## config.mk

```make
export PLATFORM = sky130hd
export DESIGN_NAME = xain_audio_i2s
export DESIGN_NICKNAME = d
export VERILOG_FILES = /design/src/rtl/xain_pkg.sv /design/src/rtl/xain_i2s_tx.sv /design/src/rtl/xain_audio_i2s.sv
export SDC_FILE = /design/constraint.sdc
export NUM_CORES = 1
export LEC_CHECK = 0
export CORE_ASPECT_RATIO = 0.6
export CORE_MARGIN = 8
export CORE_UTILIZATION = 53
export CTS_CLUSTER_SIZE = 10
export DETAILED_ROUTE_END_ITERATION = 6
export GPL_TIMING_DRIVEN = 0
export PLACE_DENSITY = 0.78
export SLEW_MARGIN = 20
export SYNTH_ARGS = -nofsm -noshare
export SYNTH_HDL_FRONTEND = slang
export SYNTH_SLANG_ARGS = --single-unit
```

## constraint.sdc

```tcl
create_clock -name clk -period 3.2 [get_ports clk]
set_clock_uncertainty 0.15 [all_clocks]
set_input_delay 0.32 -clock clk [delete_from_list [all_inputs] [get_ports clk]]
set_output_delay 0.32 -clock clk [all_outputs]
set_load 0.1 [all_outputs]
```

## src/rtl/xain_pkg.sv

```systemverilog
// Shared types, constants and saturation/attenuation helpers for the
// Xain'd Sleena audio output stage.
package xain_pkg;

    typedef logic signed [15:0] audio_sample_t;

    localparam int I2S_SLOT_BITS  = 32;
    localparam int I2S_FRAME_BITS = 64;

    localparam audio_sample_t AUDIO_SAT_MAX = 16'sh7FFF;
    localparam audio_sample_t AUDIO_SAT_MIN = 16'sh8000;

    // 17-bit sum; overflow shows up as the two top bits disagreeing.
    function automatic audio_sample_t sat_sum(input audio_sample_t a, input audio_sample_t b);
        logic signed [16:0] s;
        s = {a[15], a} + {b[15], b};
        if (s[16] != s[15]) begin
            return s[16] ? AUDIO_SAT_MIN : AUDIO_SAT_MAX;
        end else begin
            return s[15:0];
        end
    endfunction

    function automatic audio_sample_t attenuate(input audio_sample_t x, input logic [1:0] v);
        return x >>> v;
    endfunction

endpackage

```

## src/rtl/xain_i2s_tx.sv

```systemverilog
// I2S serialiser: SCLK divider, 64-bit frame counter, MSB-first shift
// register and a one-cycle frame strobe when the words are latched.
module xain_i2s_tx
    import xain_pkg::*;
#(
    parameter int SCLK_HALF = 8
) (
    input  logic          clk,
    input  logic          reset,
    input  audio_sample_t left,
    input  audio_sample_t right,
    output logic          i2s_sclk,
    output logic          i2s_lrck,
    output logic          i2s_dat,
    output logic          frame_strobe
);

    localparam int                BIT_W    = $clog2(I2S_FRAME_BITS);
    localparam int                DIV_W    = $clog2(SCLK_HALF);
    localparam logic [DIV_W-1:0]  DIV_LAST = DIV_W'(SCLK_HALF - 1);
    localparam logic [BIT_W-1:0]  RSLOT    = BIT_W'(I2S_SLOT_BITS);

    logic [DIV_W-1:0] div_cnt_r;
    logic [BIT_W-1:0] bit_cnt_r;
    logic             sclk_r;
    logic             lrck_r;
    logic             dat_r;
    logic             strobe_r;
    logic [15:0]      shift_r;
    logic [15:0]      right_hold_r;

    logic             div_wrap_s;
    logic             shift_evt_s;
    logic [BIT_W-1:0] bit_next_s;
    logic             in_word_s;

    // Divider wrap, shift-event and slot decode for the upcoming bit.
    always_comb begin
        div_wrap_s  = (div_cnt_r == DIV_LAST);
        shift_evt_s = div_wrap_s && sclk_r;
        bit_next_s  = bit_cnt_r + BIT_W'(1);
        in_word_s   = (bit_next_s[4:0] >= 5'd1) && (bit_next_s[4:0] <= 5'd16);
    end

    // Divider, bit counter and serial data; data/LRCK move only on falling SCLK.
    always_ff @(posedge clk) begin
        if (reset) begin
            div_cnt_r    <= '0;
            bit_cnt_r    <= 6'd63;
            sclk_r       <= 1'b0;
            lrck_r       <= 1'b0;
            dat_r        <= 1'b0;
            strobe_r     <= 1'b0;
            shift_r      <= 16'h0000;
            right_hold_r <= 16'h0000;
        end else begin
            strobe_r <= 1'b0;
            if (div_wrap_s) begin
                div_cnt_r <= '0;
                sclk_r    <= ~sclk_r;
            end else begin
                div_cnt_r <= div_cnt_r + DIV_W'(1);
            end
            if (shift_evt_s) begin
                bit_cnt_r <= bit_next_s;
                lrck_r    <= bit_next_s[5];
                if (bit_next_s == 6'd0) begin
                    strobe_r     <= 1'b1;
                    shift_r      <= left;
                    right_hold_r <= right;
                    dat_r        <= 1'b0;
                end else if (bit_next_s == RSLOT) begin
                    shift_r <= right_hold_r;
                    dat_r   <= 1'b0;
                end else if (in_word_s) begin
                    dat_r   <= shift_r[15];
                    shift_r <= {shift_r[14:0], 1'b0};
                end else begin
                    dat_r <= 1'b0;
                end
            end
        end
    end

    assign i2s_sclk     = sclk_r;
    assign i2s_lrck     = lrck_r;
    assign i2s_dat      = dat_r;
    assign frame_strobe = strobe_r;

endmodule

```

## src/rtl/xain_audio_i2s.sv

```systemverilog
// Audio output stage: stereo/mono mix with saturation, volume, mute and I2S
// serialisation. Define XAIN_AUDIO_LPF_EN to add a per-frame one-pole low-pass.
module xain_audio_i2s
    import xain_pkg::*;
#(
    parameter int SCLK_HALF = 8,
    parameter int LPF_SHIFT = 2
) (
    input  logic        clk,
    input  logic        reset,
    input  logic [15:0] snd1,
    input  logic [15:0] snd2,
    input  logic        mix_mode,
    input  logic [1:0]  vol,
    input  logic        mute,
    output logic        i2s_sclk,
    output logic        i2s_lrck,
    output logic        i2s_dat,
    output logic        frame_strobe
);

    audio_sample_t mono_s;
    audio_sample_t pre_l_s;
    audio_sample_t pre_r_s;
    audio_sample_t next_l_s;
    audio_sample_t next_r_s;
    audio_sample_t mix_l_r;
    audio_sample_t mix_r_r;
    audio_sample_t tx_l_s;
    audio_sample_t tx_r_s;
    logic          strobe_s;

    // Mix selection, volume shift and mute ahead of the mix register.
    always_comb begin
        mono_s = sat_sum(snd1, snd2);
        if (mix_mode) begin
            pre_l_s = mono_s;
            pre_r_s = mono_s;
        end else begin
            pre_l_s = snd1;
            pre_r_s = snd2;
        end
        if (mute) begin
            next_l_s = 16'sh0000;
            next_r_s = 16'sh0000;
        end else begin
            next_l_s = attenuate(pre_l_s, vol);
            next_r_s = attenuate(pre_r_s, vol);
        end
    end

    // Mix register: refreshed every clock, sampled by the serialiser at frame start.
    always_ff @(posedge clk) begin
        if (reset) begin
            mix_l_r <= 16'sh0000;
            mix_r_r <= 16'sh0000;
        end else begin
            mix_l_r <= next_l_s;
            mix_r_r <= next_r_s;
        end
    end

`ifdef XAIN_AUDIO_LPF_EN
    audio_sample_t lpf_l_r;
    audio_sample_t lpf_r_r;

    function automatic audio_sample_t lpf_step(input audio_sample_t y, input audio_sample_t x);
        logic signed [16:0] d;
        logic signed [16:0] step;
        d    = {x[15], x} - {y[15], y};
        step = d >>> LPF_SHIFT;
        return y + step[15:0];
    endfunction

    // Filter state advances once per frame; the serialiser sends y a frame later.
    always_ff @(posedge clk) begin
        if (reset) begin
            lpf_l_r <= 16'sh0000;
            lpf_r_r <= 16'sh0000;
        end else if (strobe_s) begin
            lpf_l_r <= lpf_step(lpf_l_r, mix_l_r);
            lpf_r_r <= lpf_step(lpf_r_r, mix_r_r);
        end
    end

    assign tx_l_s = lpf_l_r;
    assign tx_r_s = lpf_r_r;
`else
    assign tx_l_s = mix_l_r;
    assign tx_r_s = mix_r_r;
`endif

    xain_i2s_tx #(
        .SCLK_HALF (SCLK_HALF)
    ) u_tx (
        .clk          (clk),
        .reset        (reset),
        .left         (tx_l_s),
        .right        (tx_r_s),
        .i2s_sclk     (i2s_sclk),
        .i2s_lrck     (i2s_lrck),
        .i2s_dat      (i2s_dat),
        .frame_strobe (strobe_s)
    );

    assign frame_strobe = strobe_s;

endmodule

```

==> results of run 1 <==
## registers in the layout, summed over array words and instances, names as in the netlist
register           flops
u_tx.i2s_sclk          1
u_tx.frame_strobe      1
u_tx.i2s_dat           1
u_tx.shift_r          16
u_tx.bit_cnt_r         6
u_tx.right_hold_r     16
u_tx.i2s_lrck          1
mix_l_r               16
mix_r_r               16
u_tx.div_cnt_r         3
## through the flow
step	worst slack, ns	hold slack, ns	cells
detailed placement	-1.16	0.283	779
floorplan	0.141	0.246	623
global route	-0.0486	0.300	816
finish	-0.000877	0.287	816
CTS	-0.0196	0.289	802
global placement	-1.04	0.261	779
## Yosys cell counts (5+ instances only)
library cell and n:
o21ai_0 21, ha_1 20, nor2_1 67, dfxtp_1 77, nor3_1 10, and3_1 8
a21o_1 5, o21a_1 9, nand3_1 9, nand2b_1 6, mux2i_1 34, o221ai_1 5
o2bb2ai_1 5, a21oi_1 50, xnor2_1 8, o32ai_1 11, xor2_1 8, inv_1 19
o22ai_1 21, a31oi_1 5, buf_2 7, a211oi_1 26, o211ai_1 6, nand2_1 63
clkbuf_1 33, o21ai_1 9
## layer usage
layer  wire length (um)  vias to the layer above  part of all wire
met3               1750                       30              0.11
met2               6440                      273              0.40
met4                194                        0             0.012
li1                   -                     2448                 -
met5                  0                        -                 0
met1               7800                     2468              0.48
## area by class of cell
type	count	area, sq um
Buffer	41	195
Clock buffer	11	233
Clock inverter	3	15.0
Fill cell	715	2710
Inverter	21	81.3
Multi-Input combinational cell	482	3560
Sequential cell	77	1540
Tap cell	116	145
Timing Repair Buffer	65	642
## layout by cell type (no fill, tap or decap), drive strengths merged, types with 9 or more instances in the layout
cell type / count
clkbuf: 45
nor3: 12
mux2i: 34
a21oi: 52
nand3: 9
o21a: 9
clkdlybuf4s50: 19
o22ai: 21
inv: 21
dlymetal6s2s: 17
nor2: 68
o21ai: 32
nand2: 63
a211oi: 27
dfxtp: 77
ha: 20
o32ai: 11
buf: 32
## power breakdown
group / switching (W) / internal (W) / leakage (nW)
Sequential: 0.0000106 / 0.000995 / 0.626
Clock: 0.000353 / 0.000511 / 0.125
Combinational: 0.000510 / 0.000369 / 1.91
Total: 0.000873 / 0.00187 / 2.66
## critical path, delay by kind of cell
| kind | cells | cell delay [ns] |
|---|---|---|
| AOI/OAI and AO/OA | 9 | 1.70 |
| buffers and inverters | 3 | 0.88 |
| adders and majority gates | 1 | 0.35 |
## what timing repair did
action / 4_1_cts / 5_1_grt
resized for setup: 48 / 68
setup endpoints to repair: 30 / 30
cloned: 0 / 1
setup buffers: 11 / 13
pin swaps: 17 / 31
## kinds of logic (layout without fill, tap and decap cells)
kind of cell	after synthesis	after routing
adder cells (fa/ha/maj)	22	22
buffers and inverters	64	141
AND/OR/NAND/NOR	194	194
multiplexers	38	38
AO/OA/AOI/OAI	212	212
XOR/XNOR	16	16
flip-flops	77	77
## worst max-delay path by stage
stage,end,cells after the start,from
floorplan,mix_r_r[2],12,snd1[0]
global placement,mix_r_r[2],13,snd1[0]
detailed placement,mix_r_r[2],13,snd1[0]
CTS,mix_l_r[8],12,snd1[8]
global route,mix_l_r[6],13,snd2[3]
finish,mix_l_r[8],13,snd2[3]
==> metrics.csv, run 1 <==
stage;metric;value;unit
yosys;Mapped Area;0.00496;sq mm
worst_hold_path;hold path start;mix_r_r[0];
clocking;clk buf depth;2;
critical_path;CP max FO;5;
layout;Area growth, synth to finish;29.3;%
sta;Slew Viols, Final;0;
critical_path;Top cell by count, worst path;o211ai_1;
power;Cell Pwr Density;429;mW/mm^2
yosys;EDFF count, synth;0;
sta;Final Critical Period;3.20;ns
sta;Slew @ Worst Pin;0.972;ns
sta;final-report hold violation count;0;
critical_path;CP max-delay cell;clkdlybuf4s50_1;
place;RD Place Congestion;0.948;
place;DP HPWL;12100;um
global_route;All-Layer GR Usage;0.241;
critical_path;RR Startpoint;u_tx.bit_cnt_r[2];
layout;nets;756;
die;Core Region;0.00912;sq mm
yosys;area share of the largest cell type after synthesis;0.311;
sta;setup ws final;-0.000877;ns
critical_path;largest stage delay on the critical path;0.52;ns
clocking;TritonCTS Buffers;9;
power;Pwr Total;0.00275;W
critical_path;CP Launch Type;primary input;
clocking;CTS Hold Buffers Added;0;
routing;Detail Route Antenna Nets;0;
layout;ANT cells;0;
global_route;global-route wire length before repair;24900;um
critical_path;FF-to-FF path depth;8;
critical_path;CP Capture Type;flop;
power;Pleak;2.66;nW
clocking;CTS tree;yes;
sta;Slew headroom;0.350;
critical_path;WP data required;3.23;ns
run_status;failing checks;negative setup slack;
critical_path;CP arrival;3.24;ns
die;die height;90.9;um
power;Worst VDD drop;0.000344;V
routing;drt drc;0;
yosys;Avg Cell Area, Syn;7.96;sq um
global_route;global-route track usage on met1;0.348;
global_route;grt ovf;0;
critical_path;CP cell instances;clkdlybuf4s50_1 > ha_4 > o211ai_1 > o21ai_2 > buf_4 > o2111ai_4 > a31oi_4 > a21oi_4 > o21ai_4 > buf_6 > o21ai_1 > o211ai_1 > o22ai_1;
sta;fmax;0.312;GHz
job;Max Cap Viol;0;
yosys;fraction of registers with async set/reset;0;
worst_hold_path;worst hold path stage count;2;
layout;share of layout cells above drive strength 1;0.164;
die;Die Area;0.0128;sq mm
global_route;Most Crowded Layer GR;met1;
clocking;CTS root buf;clkbuf_16;
yosys;multiplexer share of the synthesized area;0.0777;
routing;Routed WL per cell;19.8;um
yosys;Synth Area in Compound Gates;0.294;
clocking;clk slew on worst S/H paths;0.05;ns
routing;final wirelength;16200;um
layout;Final Cell Area;0.00641;sq mm
global_route;largest net degree at the start of global routing;12;
yosys;largest cells by area after synthesis;dfxtp_1 31%, mux2i_1 6.9%, nor2_1 5.1%;
critical_path;Setup Crit Path Kind;primary input to flop;
global_route;M2 GR Usage;0.326;
yosys;Synth Register Bits;77;
die;starting density of the core;0.543;
yosys;Synth Instances;623;
clocking;Sink Count;77;
sta;period utilisation layout;1.00;
global_route;met3 usage;0.0934;
worst_hold_path;Hold/Removal Path Class;flop to flop;
worst_hold_path;WHS Endpoint;u_tx.right_hold_r[0];
yosys;Post-Synth Simple-Gate Area;0.181;
die;Die Wd;141;um
yosys;post-synthesis sequential area ratio;0.311;
sta;Fin Setup TNS;-0.000877;ns
routing;via/cell ratio;6.40;
yosys;largest family of logic cells by synthesized area;compound AO/OA/AOI/OAI gates;
global_route;antenna violations before repair;0;
routing;detailed-route via count;5219;
place;Placed Area;0.00550;sq mm
yosys;Distinct cells, synth;72;
yosys;Syn Nets;682;
clocking;H-Tree Depth;3;
global_route;vias in the first global route;4867;
run_status;status;complete, but fails checks;
critical_path;Reg2Reg Setup Slack;0.33;ns
layout;fin util;0.703;
die;number of I/O pins;42;
critical_path;Worst R2R End;u_tx.right_hold_r[11];
routing;First-pass DRT Iterations;5;
sta;Final Setup Violations;1;
die;# rows;27;
yosys;area leader, netlist;dfxtp_1;
yosys;YS warnings;0;
yosys;main flop type after synthesis;dfxtp_1;
routing;initial drt markers;650;
clocking;Clock Latency Late Sink;0.33;ns
yosys;xor and xnor fraction of the mapped netlist area;0.0283;
place;# port buffers;40;
yosys;adder-cell share of the synthesized area;0.0565;
Note: power is estimated with default switching activity, not from simulation.
==> run 2: changes to the inputs <==
Settings changed: CORE_UTILIZATION 53 to 58, DONT_BUFFER_PORTS set to 1, GPL_ROUTABILITY_DRIVEN set to 0, PLACE_DENSITY 0.78 to 0.77.
==> metrics.csv, run 2 (synthesized netlist as in run 1, its figures left out) <==
stage;metric;value;unit;change
sta;WHS;0.0486;ns;was 0.287 ns
global_route;vias in the first global route;4535;;was 4867
clocking;Clock Latency Late Sink;0.33;ns;about the same
clocking;TritonCTS Buffers;9;;unchanged
sta;RSZ-0062 raised after global routing;false;;
critical_path;CP arrival;3.20;ns;was 3.24 ns
clocking;clk buf depth;2;;unchanged
critical_path;CP Capture Type;flop;;unchanged
critical_path;CP max-delay cell;a2111oi_0;;was clkdlybuf4s50_1
sta;Final Critical Period;3.15;ns;was 3.20 ns
layout;leading cell type in the layout, fill and taps excluded;dfxtp_1;;unchanged
power;Pwr Total;0.00258;W;was 0.00275 W
clocking;CTS tree;yes;;unchanged
global_route;met3 usage;0.0836;;was 0.0934
routing;initial drt markers;613;;was 650
critical_path;CP Launch Type;primary input;;unchanged
power;Worst VDD drop;0.000274;V;was 0.000344 V
routing;via/cell ratio;6.56;;was 6.40
clocking;clk slew on worst S/H paths;0.05;ns;about the same
layout;nets;695;;was 756
power;Reg power frac;0.390;;was 0.366
critical_path;CP cell instances;ha_1 > inv_1 > fa_1 > and2b_1 > o31a_1 > o41ai_2 > o21bai_1 > mux2i_1 > a2111oi_0 > o21ai_0 > a21boi_1 > o2bb2ai_1;;was clkdlybuf4s50_1 > ha_4 > o211ai_1 > o21ai_2 > buf_4 > o2111ai_4 > a31oi_4 > a21oi_4 > o21ai_4 > buf_6 > o21ai_1 > o211ai_1 > o22ai_1
routing;Routed WL per cell;19.2;um;was 19.8 um
sta;period utilisation layout;0.984;;was 1.00
routing;final wirelength;14400;um;was 16200 um
sta;Final Setup Violations;0;;was 1
layout;share of layout cells above drive strength 1;0.0764;;was 0.164
global_route;largest net degree at the start of global routing;12;;unchanged
die;starting density of the core;0.591;;was 0.543
critical_path;WP data required;3.25;ns;was 3.23 ns
routing;First-pass DRT Iterations;5;;unchanged
layout;Reg area;0.00154;sq mm;unchanged
power;Cell Pwr Density;470;mW/mm^2;was 429 mW/mm^2
global_route;global-route wire length before repair;23000;um;was 24900 um
die;number of I/O pins;42;;unchanged
power;Switching Fraction;0.300;;was 0.318
sta;Slew @ Worst Pin;1.04;ns;was 0.972 ns
global_route;antenna violations before repair;0;;unchanged
die;Die Area;0.0119;sq mm;was 0.0128 sq mm
critical_path;CP max FO;3;;was 5
die;# rows;26;;was 27
place;# port buffers;0;;was 40
worst_hold_path;Hold/Removal Path Class;primary input to flop;;was flop to flop
place;worst slack, placed;-0.569;ns;was -1.16 ns
place;placed cell count;735;;was 779
place;DP HPWL;11300;um;was 12100 um
sta;fmax;0.318;GHz;was 0.312 GHz
global_route;All-Layer GR Usage;0.243;;was 0.241
job;Max Cap Viol;0;;unchanged
power;clock power share;0.358;;was 0.314
power;P_sw;0.000775;W;was 0.000873 W
routing;detailed-route via count;4939;;was 5219
global_route;M2 GR Usage;0.325;;was 0.326
die;Die Wd;135;um;was 141 um
die;Core Region;0.00839;sq mm;was 0.00912 sq mm
clocking;Sink Count;77;;unchanged
sta;setup ws final;0.0509;ns;was -0.000877 ns
power;Pleak;2.20;nW;was 2.66 nW
layout;Finished Layout Cells;753;;was 816
routing;drt drc;0;;unchanged
sta;Slew headroom;0.308;;was 0.350
global_route;global-route track usage on met1;0.359;;was 0.348
power;combinational share of power;0.252;;was 0.320
layout;Fill cells;729;;was 715
global_route;grt ovf;0;;unchanged
clocking;H-Tree Depth;3;;unchanged
global_route;Most Crowded Layer GR;met1;;unchanged
clocking;CTS root buf;clkbuf_16;;unchanged
sta;final-report hold violation count;0;;unchanged
routing;Detail Route Antenna Nets;0;;unchanged
layout;Area growth, synth to finish;10.7;%;was 29.3%
layout;ANT cells;0;;unchanged
layout;multi-input logic area;0.00324;sq mm;was 0.00356 sq mm
sta;Slew Viols, Final;0;;unchanged
run_status;status;completed;;was complete, but fails checks
critical_path;largest stage delay on the critical path;0.52;ns;about the same
die;die height;87.6;um;was 90.9 um
critical_path;Setup Crit Path Kind;primary input to flop;;unchanged
power;cell-internal power;0.00181;W;was 0.00187 W
layout;commonest cells after routing, fill and taps aside;77 x dfxtp_1, 67 x nor2_1, 63 x nand2_1, 50 x a21oi_1, 36 x clkbuf_1;;was 77 x dfxtp_1, 67 x nor2_1, 63 x nand2_1, 48 x a21oi_1, 34 x mux2i_1
run 2: changes by cell type in the layout (fill, tap and decap cells not counted), sizes merged:
cell / previous run / this run
dlymetal6s2s: 17 / 0
clkdlybuf4s50: 19 / 0
clkbuf: 45 / 48
dlygate4sd2: 2 / 0
clkdlybuf4s15: 2 / 0
dlygate4sd3: 0 / 2
buf: 32 / 10
clkinv: 3 / 1
run 2: path summary, 6_finish.rpt:
kind                     startpoint                     to  slack, ns  cells after the start
setup / recovery            snd1[0]             mix_l_r[7]       0.05                     12
hold / removal              snd2[0]             mix_r_r[0]       0.05                      2
setup reg to reg  u_tx.bit_cnt_r[2]  u_tx.right_hold_r[13]       0.38                      8
hold reg to reg          mix_r_r[8]   u_tx.right_hold_r[8]       0.29                      2
run 2: repair_timing:
item                                   CTS  global route
buffers inserted                         0             1
setup endpoints to repair               28            29
pin swaps                                1             2
gates resized for setup                  4            10
hold buffers                             2             0
endpoints found under the hold margin    4             0
run 2: worst max-delay path, delay by kind of cell:
| kind | cells | cell delay [ns] |
|---|---|---|
| mux | 1 | 0.14 |
| fa+ha+maj | 2 | 0.43 |
| buf+inv | 1 | 0.09 |
| compound gates | 7 | 1.98 |
| simple gates | 1 | 0.24 |
run 2: layer usage:
metal | up-vias | wire length (um)
met5 | - | 0
met4 | 0 | 128
met3 | 21 | 1760
met2 | 259 | 5660
met1 | 2332 | 6870
li1 | 2327 | -
run 2: layout make-up:
class,instances,area share
plain buffers,42,0.0315
clock inverters,1,0.000912
multi-input cells,482,0.591
clock buffers,15,0.0488
flip-flops and latches,77,0.281
repair buffers,3,0.00730
inverters,21,0.0144
well taps,112,0.0255
run 2: power by group through the flow:
stage | Sequential (W) | Combinational (W) | Clock (W)
final | 0.00101 | 0.000651 | 0.000924
after global routing | 0.00101 | 0.000699 | 0.000988
after CTS | 0.00101 | 0.000604 | 0.000932
after detailed placement | 0.00103 | 0.000591 | 0
after global placement | 0.00103 | 0.000575 | 0
after floorplan | 0.00102 | 0.000461 | 0
run 2: through the flow:
stage / setup TNS [ns] / utilization / instance area (sq um)
floorplan: 0 / - / 4960
global placement: -11.02 / 0.607 / 5100
detailed placement: -13.64 / 0.607 / 5100
CTS: -0.0266 / 0.645 / 5420
global route: 0 / 0.654 / 5490
finish: 0 / 0.654 / 5490
